`config.mk`:
```
export PLATFORM = sky130hd
export DESIGN_NAME = dev_bridge
export DESIGN_NICKNAME = d
export VERILOG_FILES = /design/src/rtl/bridge_pkg.sv /design/src/rtl/dev_decode.sv /design/src/rtl/dev_bridge.sv
export SDC_FILE = /design/constraint.sdc
export NUM_CORES = 1
export LEC_CHECK = 0
export ABC_AREA = 1
export ABC_CLOCK_PERIOD_IN_PS = 2400
export BUFFER_PORTS_ARGS = -buffer_cell sky130_fd_sc_hd__buf_2
export CELL_PAD_IN_SITES_DETAIL_PLACEMENT = 2
export CELL_PAD_IN_SITES_GLOBAL_PLACEMENT = 2
export CORE_ASPECT_RATIO = 0.5
export CORE_MARGIN = 2
export CORE_UTILIZATION = 24
export DETAILED_ROUTE_END_ITERATION = 10
export PLACE_DENSITY = 0.88
export SETUP_SLACK_MARGIN = 0.2
export SLEW_MARGIN = 20
export SYNTH_ARGS = -nofsm -noshare
export SYNTH_HDL_FRONTEND = slang
export SYNTH_SLANG_ARGS = --single-unit
```
`constraint.sdc`:
```
create_clock -name CLK_I -period 2.4 [get_ports CLK_I]
set_input_delay 0.24 -clock CLK_I [delete_from_list [all_inputs] [get_ports CLK_I]]
set_output_delay 0.24 -clock CLK_I [all_outputs]
set_load 0.03 [all_outputs]
```
`src/rtl/bridge_pkg.sv`:
```
// Shared definitions for the CPU-to-timer bridge: FSM states, default device
// windows, timer register offsets and the window-hit helper.
package bridge_pkg;

    typedef enum logic [1:0] {
        ST_IDLE   = 2'd0,
        ST_ACCESS = 2'd1,
        ST_RESP   = 2'd2
    } state_e;

    localparam logic [31:0] DEV0_BASE_DEF = 32'h0000_7F00;
    localparam logic [31:0] DEV1_BASE_DEF = 32'h0000_7F10;
    localparam logic [31:0] WIN_BYTES     = 32'd12;

    localparam logic [1:0] REG_CTRL   = 2'd0;
    localparam logic [1:0] REG_PRESET = 2'd1;
    localparam logic [1:0] REG_COUNT  = 2'd2;

    localparam int unsigned HWINT_W = 6;

    // Addresses below base wrap to a huge offset, so one unsigned compare covers both bounds.
    function automatic logic in_window(input logic [31:0] addr, input logic [31:0] base);
        logic [31:0] off;
        off = addr - base;
        return (off < WIN_BYTES) && (addr[1:0] == 2'b00);
    endfunction

endpackage

```
`src/rtl/dev_decode.sv`:
```
// Combinational address decode for the two timer windows; word-aligned hits
// only, anything else reports an error.
module dev_decode
    import bridge_pkg::*;
#(
    parameter logic [31:0] DEV0_BASE = DEV0_BASE_DEF,
    parameter logic [31:0] DEV1_BASE = DEV1_BASE_DEF
) (
    input  logic [31:0] addr_i,
    output logic        sel0_o,
    output logic        sel1_o,
    output logic        err_o
);

    logic hit0;
    logic hit1;

    always_comb begin
        hit0   = in_window(addr_i, DEV0_BASE);
        hit1   = in_window(addr_i, DEV1_BASE);
        sel0_o = hit0;
        sel1_o = hit1 & ~hit0;
        err_o  = ~(hit0 | hit1);
    end

endmodule

```
`src/rtl/dev_bridge.sv`:
```
// CPU request/acknowledge bridge onto two timer register windows, plus a
// registered interrupt vector. Fixed 3-cycle mapped access, 2-cycle error.
module dev_bridge
    import bridge_pkg::*;
#(
    parameter logic [31:0] DEV0_BASE = DEV0_BASE_DEF,
    parameter logic [31:0] DEV1_BASE = DEV1_BASE_DEF
) (
    input  logic                 CLK_I,
    input  logic                 RST_I,
    input  logic                 PR_REQ,
    input  logic [31:0]          PR_ADDR,
    input  logic                 PR_WE,
    input  logic [31:0]          PR_WD,
    output logic [31:0]          PR_RD,
    output logic                 PR_ACK,
    output logic                 PR_ERR,
    output logic [HWINT_W-1:0]   HWINT,
    output logic [3:2]           ADD_O,
    output logic [31:0]          DAT_O,
    output logic                 WE0_O,
    output logic                 WE1_O,
    input  logic [31:0]          DAT0_I,
    input  logic [31:0]          DAT1_I,
    input  logic                 IRQ0_I,
    input  logic                 IRQ1_I
);

    state_e             state_q;
    logic [31:0]        rd_q;
    logic [31:0]        rd_d;
    logic               ack_q;
    logic               err_q;
    logic [HWINT_W-1:0] hwint_q;
    logic [HWINT_W-1:0] hwint_d;
    logic [1:0]         add_q;
    logic [31:0]        dat_q;
    logic               we0_q;
    logic               we1_q;
    logic               wr_q;
    logic               dev1_q;

    logic               sel0;
    logic               sel1;
    logic               dec_err;

    dev_decode #(
        .DEV0_BASE (DEV0_BASE),
        .DEV1_BASE (DEV1_BASE)
    ) u_decode (
        .addr_i (PR_ADDR),
        .sel0_o (sel0),
        .sel1_o (sel1),
        .err_o  (dec_err)
    );

    always_comb begin
        rd_d    = wr_q ? '0 : (dev1_q ? DAT1_I : DAT0_I);
        hwint_d = '0;
        hwint_d[0] = IRQ0_I;
        hwint_d[1] = IRQ1_I;
    end

    // Device-side outputs are loaded on entry to ACCESS so they are valid for
    // exactly that cycle; the read data is captured on the edge that leaves it.
    always_ff @(posedge CLK_I) begin
        if (RST_I) begin
            state_q <= ST_IDLE;
            rd_q    <= '0;
            ack_q   <= 1'b0;
            err_q   <= 1'b0;
            hwint_q <= '0;
            add_q   <= '0;
            dat_q   <= '0;
            we0_q   <= 1'b0;
            we1_q   <= 1'b0;
            wr_q    <= 1'b0;
            dev1_q  <= 1'b0;
        end else begin
            hwint_q <= hwint_d;
            we0_q   <= 1'b0;
            we1_q   <= 1'b0;
            ack_q   <= 1'b0;
            err_q   <= 1'b0;
            case (state_q)
                ST_IDLE: begin
                    if (PR_REQ) begin
                        if (dec_err) begin
                            state_q <= ST_RESP;
                            ack_q   <= 1'b1;
                            err_q   <= 1'b1;
                            rd_q    <= '0;
                        end else begin
                            state_q <= ST_ACCESS;
                            add_q   <= PR_ADDR[3:2];
                            dat_q   <= PR_WD;
                            wr_q    <= PR_WE;
                            dev1_q  <= sel1;
                            we0_q   <= PR_WE & sel0;
                            we1_q   <= PR_WE & sel1;
                        end
                    end
                end
                ST_ACCESS: begin
                    state_q <= ST_RESP;
                    ack_q   <= 1'b1;
                    rd_q    <= rd_d;
                end
                ST_RESP: begin
                    state_q <= ST_IDLE;
                end
                default: begin
                    state_q <= ST_IDLE;
                end
            endcase
        end
    end

    assign PR_RD  = rd_q;
    assign PR_ACK = ack_q;
    assign PR_ERR = err_q;
    assign HWINT  = hwint_q;
    assign ADD_O  = add_q;
    assign DAT_O  = dat_q;
    assign WE0_O  = we0_q;
    assign WE1_O  = we1_q;

    a_we_exclusive: assert property (@(posedge CLK_I) !(WE0_O && WE1_O));
    a_we_in_access: assert property (@(posedge CLK_I) (WE0_O || WE1_O) |-> (state_q == ST_ACCESS));
    a_add_in_range: assert property (@(posedge CLK_I) (state_q == ST_ACCESS) |-> (ADD_O <= REG_COUNT));

endmodule

```
# Word-level counts from Yosys, hierarchy flattened
# Index checks and enable logic that the tools add are counted.
# W data, S select, Z words.
# classes
order_cmp	2
add_sub_neg	2
bitwise_logic	8
muxes	11
n_eq_ne	3
n_reduce_logical	9
# ops
operator	count
$mux W32	4
$lt A32 B4 Y1 const B	2
$pmux W32 S2	1
$sub A32 B15 Y32 const B	2
$reduce_and A3 Y1	2
$logic_not A2 Y1	2
$mux W2	2
$ne A2 B2 Y1 const B	2
$not A1 Y1	4
$pmux W2 S2	1
$reduce_or A4 Y1	1
$and A1 B1 Y1	3
$eq A2 B1 Y1 const B	1
$logic_and A1 B1 Y1	2
$mux W1	2
$pmux W1 S2	1
$reduce_bool A2 Y1	1
$reduce_or A2 Y1	1
$or A1 B1 Y1	1
# word_totals
regBits	80
out_inout_bits	76
inputBits	134
wordCells	47

# Depth between registers and ports, before layout
# Gate-level depths: netlist of the first run.
# depth
ltp_word	7
mapped_depth	20
ltp_nobuf	18

# By module
# From an unflattened synthesis of the first run, not the netlist that was laid out.
# hier_totals
cells_unflattened	680
hier_area_um2	4294.1
# by_module_without_submodules
mod	cells_each	area_per_inst_um2	seq_area_each_um2	instances
dev_bridge	437	3173.0	1521.5	1
dev_decode	243	1121.1	0.0	1

# Least setup slack after synthesis of the first run
# OpenSTA, ideal clock, no wires.
# synth_path
path_kind	input -> register
from	in PR_ADDR[14]
to	reg add_q[0], in the netlist ADD_O[2]
setup_ns	0.132
arrival_ns	2.006
stages	16
path_slack_ns	0.262
n_path_buf	3
t_required_ns	2.268
path_cell_list	buf_2 > nand2_1 > nor2_4 > nand3_1 > buf_2 > nand2_1 > nand2_1 > nand3_1 > or2_0 > nor2_1 > nand4_1 > nand2_4 > nand2_4 > buf_6 > nand2_1 > a21oi_1
# synth_via
elab_chain_len	5
elab_cells_between_ends	8
classes_between	2 x add/sub; 2 x order compare; 1 x bitwise; 3 x reduce/logical
# synth_rtl
item	line_no	rtl
start: declaration	dev_bridge.sv:12	input logic [31:0] PR_ADDR,
$sub A32 B15 Y32	bridge_pkg.sv:24	off = addr - base;
$lt A32 B4 Y1	bridge_pkg.sv:25	return (off < WIN_BYTES) && (addr[1:0] == 2'b00);
$logic_and A1 B1 Y1	bridge_pkg.sv:25	
$or A1 B1 Y1 *	dev_decode.sv:23	err_o = ~(hit0 | hit1);
$reduce_and A3 Y1 (no source line) *	--	
end signal: assignment	dev_bridge.sv:95	add_q <= PR_ADDR[3:2];
end: declaration	dev_bridge.sv:36	logic [1:0] add_q;
# Every way passes the cells marked *; elsewhere a longest branch is shown, timed or not.
# A chain may end at the register's enable or synchronous reset.

# Worst setup path after layout of the first run
# layout_path
from	in PR_ADDR[24]
to	reg dat_q[25], in the netlist DAT_O[25]
# layout_via
elab_chain_len	5
elab_cells_between_ends	8
classes_between	2 x add/sub; 2 x order compare; 1 x bitwise; 3 x reduce/logical
# layout_rtl
item	line_no	rtl
$sub A32 B15 Y32	bridge_pkg.sv:24	
$lt A32 B4 Y1	bridge_pkg.sv:25	
$logic_and A1 B1 Y1	bridge_pkg.sv:25	
$or A1 B1 Y1 *	dev_decode.sv:23	
$reduce_and A3 Y1 (no source line) *	--	
end signal: assignment	dev_bridge.sv:74	dat_q <= '0;
end signal: assignment	dev_bridge.sv:96	dat_q <= PR_WD;
end: declaration	dev_bridge.sv:37	logic [31:0] dat_q;
# Marks and branches as above.

==> results.md, run 1 <==
Clocking:
- TritonCTS built the clock tree.
- The quantity of hold-fixing buffers added after cts is 0.
- Clock tree synthesis inserted a total of 9 buffers.
- In this run the clock root is driven by a clkbuf_16.
- At the later pin of the worst-skew pair, clock insertion delay measures roughly 0.34 ns.
- The maximum level of the CTS H-tree is 3.
- Clock-pin slew was measured on the worst setup and hold paths at around 0.070 ns.
- The clock tree buffer depth is 2.
- The clock net in this run drives a total of 76 sinks.

Critical path:
- The critical path depth in cells is 17.
- The count of buffer and inverter cells on the critical path is 4.
- In this run the worst path has a maximum fanout of 11.
- The worst register-to-register path has a depth of 8.
- The critical path is of the input port to flip-flop type.
- For the worst setup path, the data required time is 2.65 ns.
- The peak per-stage delay on the critical path is around 0.25 ns.
- STA classifies the critical path endpoint as a flip-flop.
- The worst setup path startpoint is PR_ADDR[24].
- The origin of the critical flop-to-flop path is state_q[0].
- The worst setup path is launched from an input port.
- The data arrival time at the worst-slack endpoint is about 2.8 ns.
- The signal on the critical path passes through buf_2 > buf_4 > nor2_1 > nand4_1 > nor2_2 > nand2_2 > nand2_1 > nand2_1 > nor2_1 > nand2_1 > nor2_1 > nand4_1 > nand2_4 > buf_4 > buf_12 > nand3_1 > a21oi_1.
- On the critical path the largest part of the delay comes from simple AND/OR/NAND/NOR gates.
- The slowest stage of the critical path belongs to the cell a21oi_1.

Min path:
- The launch point of the worst hold path is IRQ1_I.
- The min-delay analysis places its worst path in the category input port to flip-flop.
- The worst hold path was traced through 3 stages.

Floorplan:
- The standard cell core area is around 21000 sq um.
- The overall die width is approximately 210 um.
- The height of the die is 108 um.
- 210 I/O pins were placed.
- The floorplan die area is around 23000 sq um.
- The starting density of the core is 24.8%.
- The number of placement rows is 37.

Timing:
- The number of endpoints with negative hold slack in the final report was 0.
- In the finished design, the share of the clock period the worst path needs comes to 106%.
- Counting I/O delays and the setup requirement, the final critical path takes around 2.5 ns.
- The slew at the pin closest to its max-slew limit is approximately 0.7 ns.
- In the post-route analysis, the smallest setup slack over all paths is -0.142 ns.
- Setup violations remaining at the end of the flow were counted as 33.
- For this run, the top clock speed supported by timing is approximately 400 MHz.
- Setup repair after global routing could not meet its margin everywhere.
- For the final database, setup skew stands at ~0.0067 ns.
- The count of final max-slew check failures came to 0.
- Measured against its own limit, the worst slew margin works out to a little over half.

GRT:
- Entering global routing, the biggest net connects between 40 and 50 pins.
- The first global-routing pass estimated around 43000 um of wire.
- The total global routing track utilization is 24.4%.
- The initial antenna violation count is 1.
- The via count of the first global-routing pass was about 8000.
- The total global routing overflow is 0.

Job:
- The tool flagged a number of max-cap violations equal to 0.

Power and ir drop:
- The internal power summed over all cells is 2.57 mW.
- The relative contribution of the clock network to total power is roughly two fifths.
- The largest vdd supply drop is around 220 uV.
- The static leakage is between 4 and 5 nW.
- For this design the ratio of total power to cell area is approximately 440 nW/um^2.
- In this run, the combinational gates consume 23.9% of the power.
- The total power of the final layout is approximately 3.7 mW.
- Net switching is 30.7% of the power.
- The net switching power of the design is between 1 and 1.5 mW.
- The part of the total power dissipated in sequential elements is roughly 36%.

Route:
- For this run, the detailed router's first-pass iteration total came to 5.
- The remaining antenna violation count is 0.
- The residual DRC count is 0.
- Using the TritonRoute via totals, the vias-per-cell ratio works out to 4.98.
- The via total after detailed routing is 7462.
- After detailed routing, the average wire length per cell comes to 21.8 um.
- The final wirelength is roughly 33000 um.
- In this run, the number of DRC markers left after iteration 0 of detailed routing was about 380.

Place:
- The number of input and output port buffers inserted is just over 200.
- Prior to clock tree synthesis, the placed netlist has a worst setup slack of -0.392 ns.
- The placed instances occupy a cell area of between 7000 and 8000 sq um.
- The sum of net half-perimeters after detailed placement is between 20000 and 25000 um.
- Once placement completed, the tool counted placed cells totaling 1453.
- At the end of routability-driven placement, the weighted congestion stood at just under 0.9.

Synthesis:
- A synthesized cell averages 5.76 sq um.
- The mapped netlist covers 5170 sq um.
- The warning count from the yosys run is 0.
- After synthesis, the netlist uses 32 different library cells.
- The sequential fraction of the synthesis area is 29.4%.
- The post-synthesis cell count is between 800 and 900.
- The number of synthesized register bits is 76.

Status:
- The checks that failed: negative setup slack.
- The run finished, with violations left.

Finish:
- The layout overhead on the synthesized area is 63.9%.
- The fraction of layout cells with a size suffix above 1 is roughly two fifths.
- The finished cells cover 8470 sq um.
- The finished layout holds between 1000 and 1500 standard cells, fillers aside.
- After the last flow step, the layout net total stands at between 1000 and 1500.
==> flip-flops by register name, summed over array words and instances (netlist names) <==
signal   count
PR_ACK       1
DAT_O       32
WE1_O        1
state_q      2
PR_ERR       1
ADD_O        2
HWINT        2
wr_q         1
dev1_q       1
PR_RD       32
WE0_O        1
==> metal layers <==
layer  vias up  GRT usage (%)  part of all wire (%)
met2       223           46.9                    52
met3       100           3.30                   3.3
met5         -              0                     0
met4         0           9.36                   4.3
met1      3673           27.4                    40
li1       3466              -                     -
==> cells in the final DEF (no fill, tap or decap), types with 20 or more instances in the layout <==
master     n
buf_2    202
a21oi_1   58
dfxtp_1   76
nand2_2   37
nor2_2    20
buf_4    126
nand3_1   74
nand4_1   21
nand2_1  280
nor2_1   107
inv_1     78
==> tightest hold or removal path, stage by stage <==
cell and delay, ns:
buf_2 0.08, inv_1 0.04, nor2_1 0.07
==> final cells by class <==
class	count	area, sq um
multi-input cells	699	3650
well taps	273	342
diodes	1	2.50
repair buffers	347	2310
inverters	86	323
clock inverters	4	72.6
flip-flops and latches	76	1520
fillers	2510	12400
clock buffers	12	246
==> through the flow <==
step | util, % | hold WS, ns | TNS, ns
final | 40.7 | 0.134 | -1.70
after global routing | 40.7 | 0.147 | -7.08
after detailed placement | 34.6 | 0.457 | -20.36
after global placement | 34.6 | 0.439 | -7.70
after floorplan | - | 0.347 | 0
after CTS | 37.3 | 0.106 | 0
==> synth_stat cells (all sizes together) <==
cell type	number	area share, %
nand2	334	25
or2	1	0.12
nor3	5	0.48
o211ai	1	0.15
clkinv	2	0.15
nor4	3	0.36
buf	22	3.9
xor2	3	0.65
o21ai	7	0.82
nand4	21	2.5
nor3b	2	0.39
and2	2	0.24
nand3b	4	0.58
clkbuf	21	1.5
a21oi	74	7.2
nor2	142	11
inv	84	6.1
nand3	93	9.2
dfxtp	76	29
conb	1	0.073
==> power by group through the flow <==
| stage | clock (mW) | sequential, mW | combinational (mW) |
|---|---|---|---|
| finish | 1.51 | 1.32 | 0.888 |
| global route | 1.58 | 1.32 | 0.955 |
| CTS | 1.52 | 1.32 | 0.787 |
| detailed placement | 0 | 1.35 | 0.760 |
| global placement | 0 | 1.34 | 0.713 |
| floorplan | 0 | 1.42 | 0.297 |
==> logic make-up (layout without fill, tap and decap cells) <==
| logic type | Yosys count | after routing | synth area share, % |
|---|---|---|---|
| DFF | 76 | 76 | 29.4 |
| other | 1 | 5 | 0.0726 |
| buffers and inverters | 129 | 449 | 11.7 |
| and+or+nand+nor | 607 | 610 | 50.0 |
| AOI/OAI and AO/OA | 82 | 82 | 8.13 |
| xor gates and xnor gates | 3 | 3 | 0.654 |
==> path summary, 6_finish.rpt <==
check / endpoint / slack (ns)
max: DAT_O[25] / -0.14
min: HWINT[1] / 0.13
max reg2reg: PR_RD[18] / 0.44
min reg2reg: wr_q / 0.46
==> what timing repair did <==
action                     in CTS  in global routing
gates cloned                    3                  6
gates resized for setup        45                126
pin swaps                      13                 50
setup endpoints to repair      69                 72
setup buffers                   6                 13
Note: power is estimated with default switching activity, not from simulation.
==> run 2: changes to the inputs <==
==> constraint.sdc (replaced) <==
create_clock -name CLK_I -period 2.4 [get_ports CLK_I]
set_input_delay 0.12 -clock CLK_I [delete_from_list [all_inputs] [get_ports CLK_I]]
set_output_delay 0.12 -clock CLK_I [all_outputs]
set_load 0.03 [all_outputs]
==> results.md, run 2 (same netlist as run 1, synthesis figures left out) <==
Critical path:
- The class of the most critical setup path is input port to flip-flop (unchanged).
- The peak per-stage delay on the critical path is 0.17 ns (was 0.25 ns).
- The maximum fanout count along the critical path is 9 (was 11).
- The slowest stage cell on the critical path is buf_2 (was a21oi_1).
- The data arrival time at the worst-slack endpoint was 2.52 ns (was 2.79 ns).
- The count of buffer and inverter cells on the critical path is 6 (was 4).
- The category of cells accounting for the largest share of critical-path delay is simple AND/OR/NAND/NOR gates (unchanged).
- The sort of element at the start of the critical path is an input port (unchanged).
- The critical path data required time is 2.66 ns (was 2.65 ns).
- Cell-by-cell trace of the critical path: buf_2 > nor2_2 > nand2_2 > nor2_4 > buf_12 > buf_4 > nand3_1 > nand2_1 > nand2_1 > nand2_1 > inv_1 > nand2_1 > nor2_2 > nand2_2 > o21ai_4 > nand2_4 > nand2_8 > buf_4 > buf_4 > nand2_1 > nand2_1 > nor2_1 (was buf_2 > buf_4 > nor2_1 > nand4_1 > nor2_2 > nand2_2 > nand2_1 > nand2_1 > nor2_1 > nand2_1 > nor2_1 > nand4_1 > nand2_4 > buf_4 > buf_12 > nand3_1 > a21oi_1).
- The sort of element at the end of the critical path is a flip-flop (unchanged).
- The cell that appears most often on the critical path is nand2_1.

Route:
- The number of iterations in the first detailed-routing pass was 5 (unchanged).
- The residual DRC count was 0 (unchanged).
- The number of DRC markers in iteration 0 is 418 (was 384).
- The highest metal layer with signal wires is met4 (unchanged).
- The detailed-routing wirelength on met1 is 11000 um (was 13100 um).
- The average wire per standard cell came to 19.2 um (was 21.8 um).
- The via total after detailed routing came to 6999 (was 7462).
- The final wirelength is 27500 um (was 32700 um).
- The remaining antenna violation count is 0 (unchanged).
- The routed via count divided by cell count came to 4.89 (was 4.98).
- The detailed route wirelength on metal2 is 14500 um (was 17100 um).
- The met3 wirelength from detailed routing was 1010 um (was 1090 um).

Place:
- The number of input and output port buffers inserted is 205 (unchanged).
- The total instance count after detailed placement is 1386 (was 1453).
- The sum of net half-perimeters after detailed placement was 19800 um (was 21900 um).
- The final estimated routing congestion in global placement is 0.923 (was 0.881).

Clocking:
- The maximum level of the CTS H-tree is 3 (unchanged).
- The clock tree from TritonCTS is yes (unchanged).
- The library cell used as clock root buffer is clkbuf_16 (unchanged).
- The insertion delay to the later sink of the worst-skew pair came to 0.33 ns (was 0.34 ns).
- The number of sinks handled by clock tree synthesis is 76 (unchanged).
- The clock buffer count from CTS is 9 (unchanged).
- The clock tree buffer depth was 2 (unchanged).
- The clock-pin slew on the worst setup and hold paths was 0.06 ns (was 0.07 ns).

Finish:
- The leading cell type in the layout, fill and taps excluded is nand2_1 (unchanged).
- The fill cell instance count of the final layout is 2563 (was 2510).
- Most frequent cells in the layout: nand2_1 (301), buf_2 (205), nor2_1 (113) (was nand2_1 (280), buf_2 (202), buf_4 (126)).
- The number of standard cells in the layout, taps in and fillers out is 1431 (was 1498).
- The fraction of layout cells with a size suffix above 1 is 33.7% (was 41.0%).
- The register cell area after layout is 1520 sq um (unchanged).
- The total number of nets in the final design is 1285 (was 1353).
- The final core utilization was 36.5% (was 40.7%).
- The layout overhead on the synthesized area came to 47.1% (was 63.9%).
- The area taken by multi-input logic gates is 3400 sq um (was 3650 sq um).

Timing:
- The slew at the pin closest to its max-slew limit is 0.553 ns (was 0.697 ns).
- The worst hold margin is 0.0507 ns (was 0.134 ns).
- The achievable frequency is 441 MHz (was 393 MHz).
- The relative slew slack is 63.0% (was 53.5%).
- The number of endpoints with negative hold slack in the final report is 0 (unchanged).
- The final clock period utilization by the worst path is 94.4% (was 106%).
- Setup repair after global routing missed its margin: yes (unchanged).
- The post-layout minimum cycle time is 2.27 ns (was 2.54 ns).
- The count of final max-slew check failures is 0 (unchanged).
- The setup skew after layout is 0.00747 ns (was 0.00666 ns).
- The total of endpoints with negative setup slack in the final report is 0 (was 33).

Power and ir drop:
- The static leakage is 3.81 nW (was 4.20 nW).
- The largest vdd supply drop is 244 uV (was 225 uV).
- The power per cell area is 448 nW/um^2 (was 439 nW/um^2).

Floorplan:
- The height of the die is 108 um (unchanged).
- The standard cell core area was 20800 sq um (unchanged).
- The top-level I/O count is 210 (unchanged).
- The overall die width is 212 um (unchanged).
- The floorplan die area is 22800 sq um (unchanged).
- The number of placement rows is 37 (unchanged).
- The starting density of the core came to 24.8% (unchanged).

GRT:
- The initial antenna violation count is 2 (was 1).
- The total global routing track utilization is 21.2% (was 24.4%).
- The via count of the first global-routing pass is 7190 (was 7994).
- The wire length of the first global-routing pass is 37900 um (was 43400 um).
- The maximum number of pins on one net before global-route repair was 42 (unchanged).
- The total global routing overflow is 0 (unchanged).

Min path:
- The kind of path behind the tightest hold check was input port to flip-flop (unchanged).

Status:
- Status: complete, no violations (was finished with violations).

Job:
- The count of max-cap constraint violations came to 0 (unchanged).
run 2: what timing repair did:
| item | CTS | global route |
|---|---|---|
| endpoints found under the setup margin | 46 | 70 |
| pin swaps | 2 | 34 |
| setup buffers | 2 | 19 |
| hold buffers | 1 | 0 |
| hold endpoints to repair | 1 | 0 |
| gates resized for setup | 6 | 91 |
| cloned | 0 | 5 |
run 2: routing by layer:
| layer | up-vias | global-route usage [%] |
|---|---|---|
| li1 | 3329 | - |
| met4 | 0 | 7.49 |
| met3 | 54 | 2.68 |
| met5 | - | 0 |
| met1 | 3438 | 25.0 |
| met2 | 178 | 39.7 |
run 2: stage by stage:
step | setup slack (ns) | instance area, sq um | TNS [ns] | total power [mW]
6_report | 0.134 | 7600 | 0 | 3.40
5_1_grt | 0.0527 | 7600 | 0 | 3.57
4_1_cts | 0.209 | 7030 | 0 | 3.34
3_5_place_dp | -0.235 | 6690 | -10.94 | 2.03
3_3_place_gp | -0.0290 | 6690 | -0.707 | 1.99
2_1_floorplan | 0.382 | 5180 | 0 | 1.72
run 2: area by class of cell:
| class | count | share of cell area (%) |
|---|---|---|
| diodes | 2 | 0.0658 |
| well taps | 273 | 4.49 |
| flip-flops and latches | 76 | 20.0 |
| clock inverters | 5 | 0.477 |
| repair buffers | 280 | 22.7 |
| inverters | 86 | 4.25 |
| clock buffers | 11 | 3.33 |
| multi-input cells | 698 | 44.7 |
run 2: worst reg2reg max path, delay by kind of cell, from the launching register on:
family / cells / cell delay [ns]
simple gates: 4 / 0.72
flops: 1 / 0.36
buf+inv: 3 / 0.46
compound gates: 1 / 0.26
run 2: worst paths after layout:
kind | endpoint | slack, ns | startpoint | cells after the start
min reg2reg | DAT_O[31] | 0.46 | DAT_O[31] | 2
max reg2reg | PR_RD[1] | 0.52 | state_q[0] | 8
min | DAT_O[13] | 0.05 | PR_WD[13] | 3
max | PR_RD[1] | 0.13 | PR_ADDR[20] | 22
run 2: report_power, final:
group          total, mW  internal, mW  switching (mW)
clock               1.30         0.756           0.539
sequential          1.32          1.30          0.0205
combinational      0.786         0.282           0.504
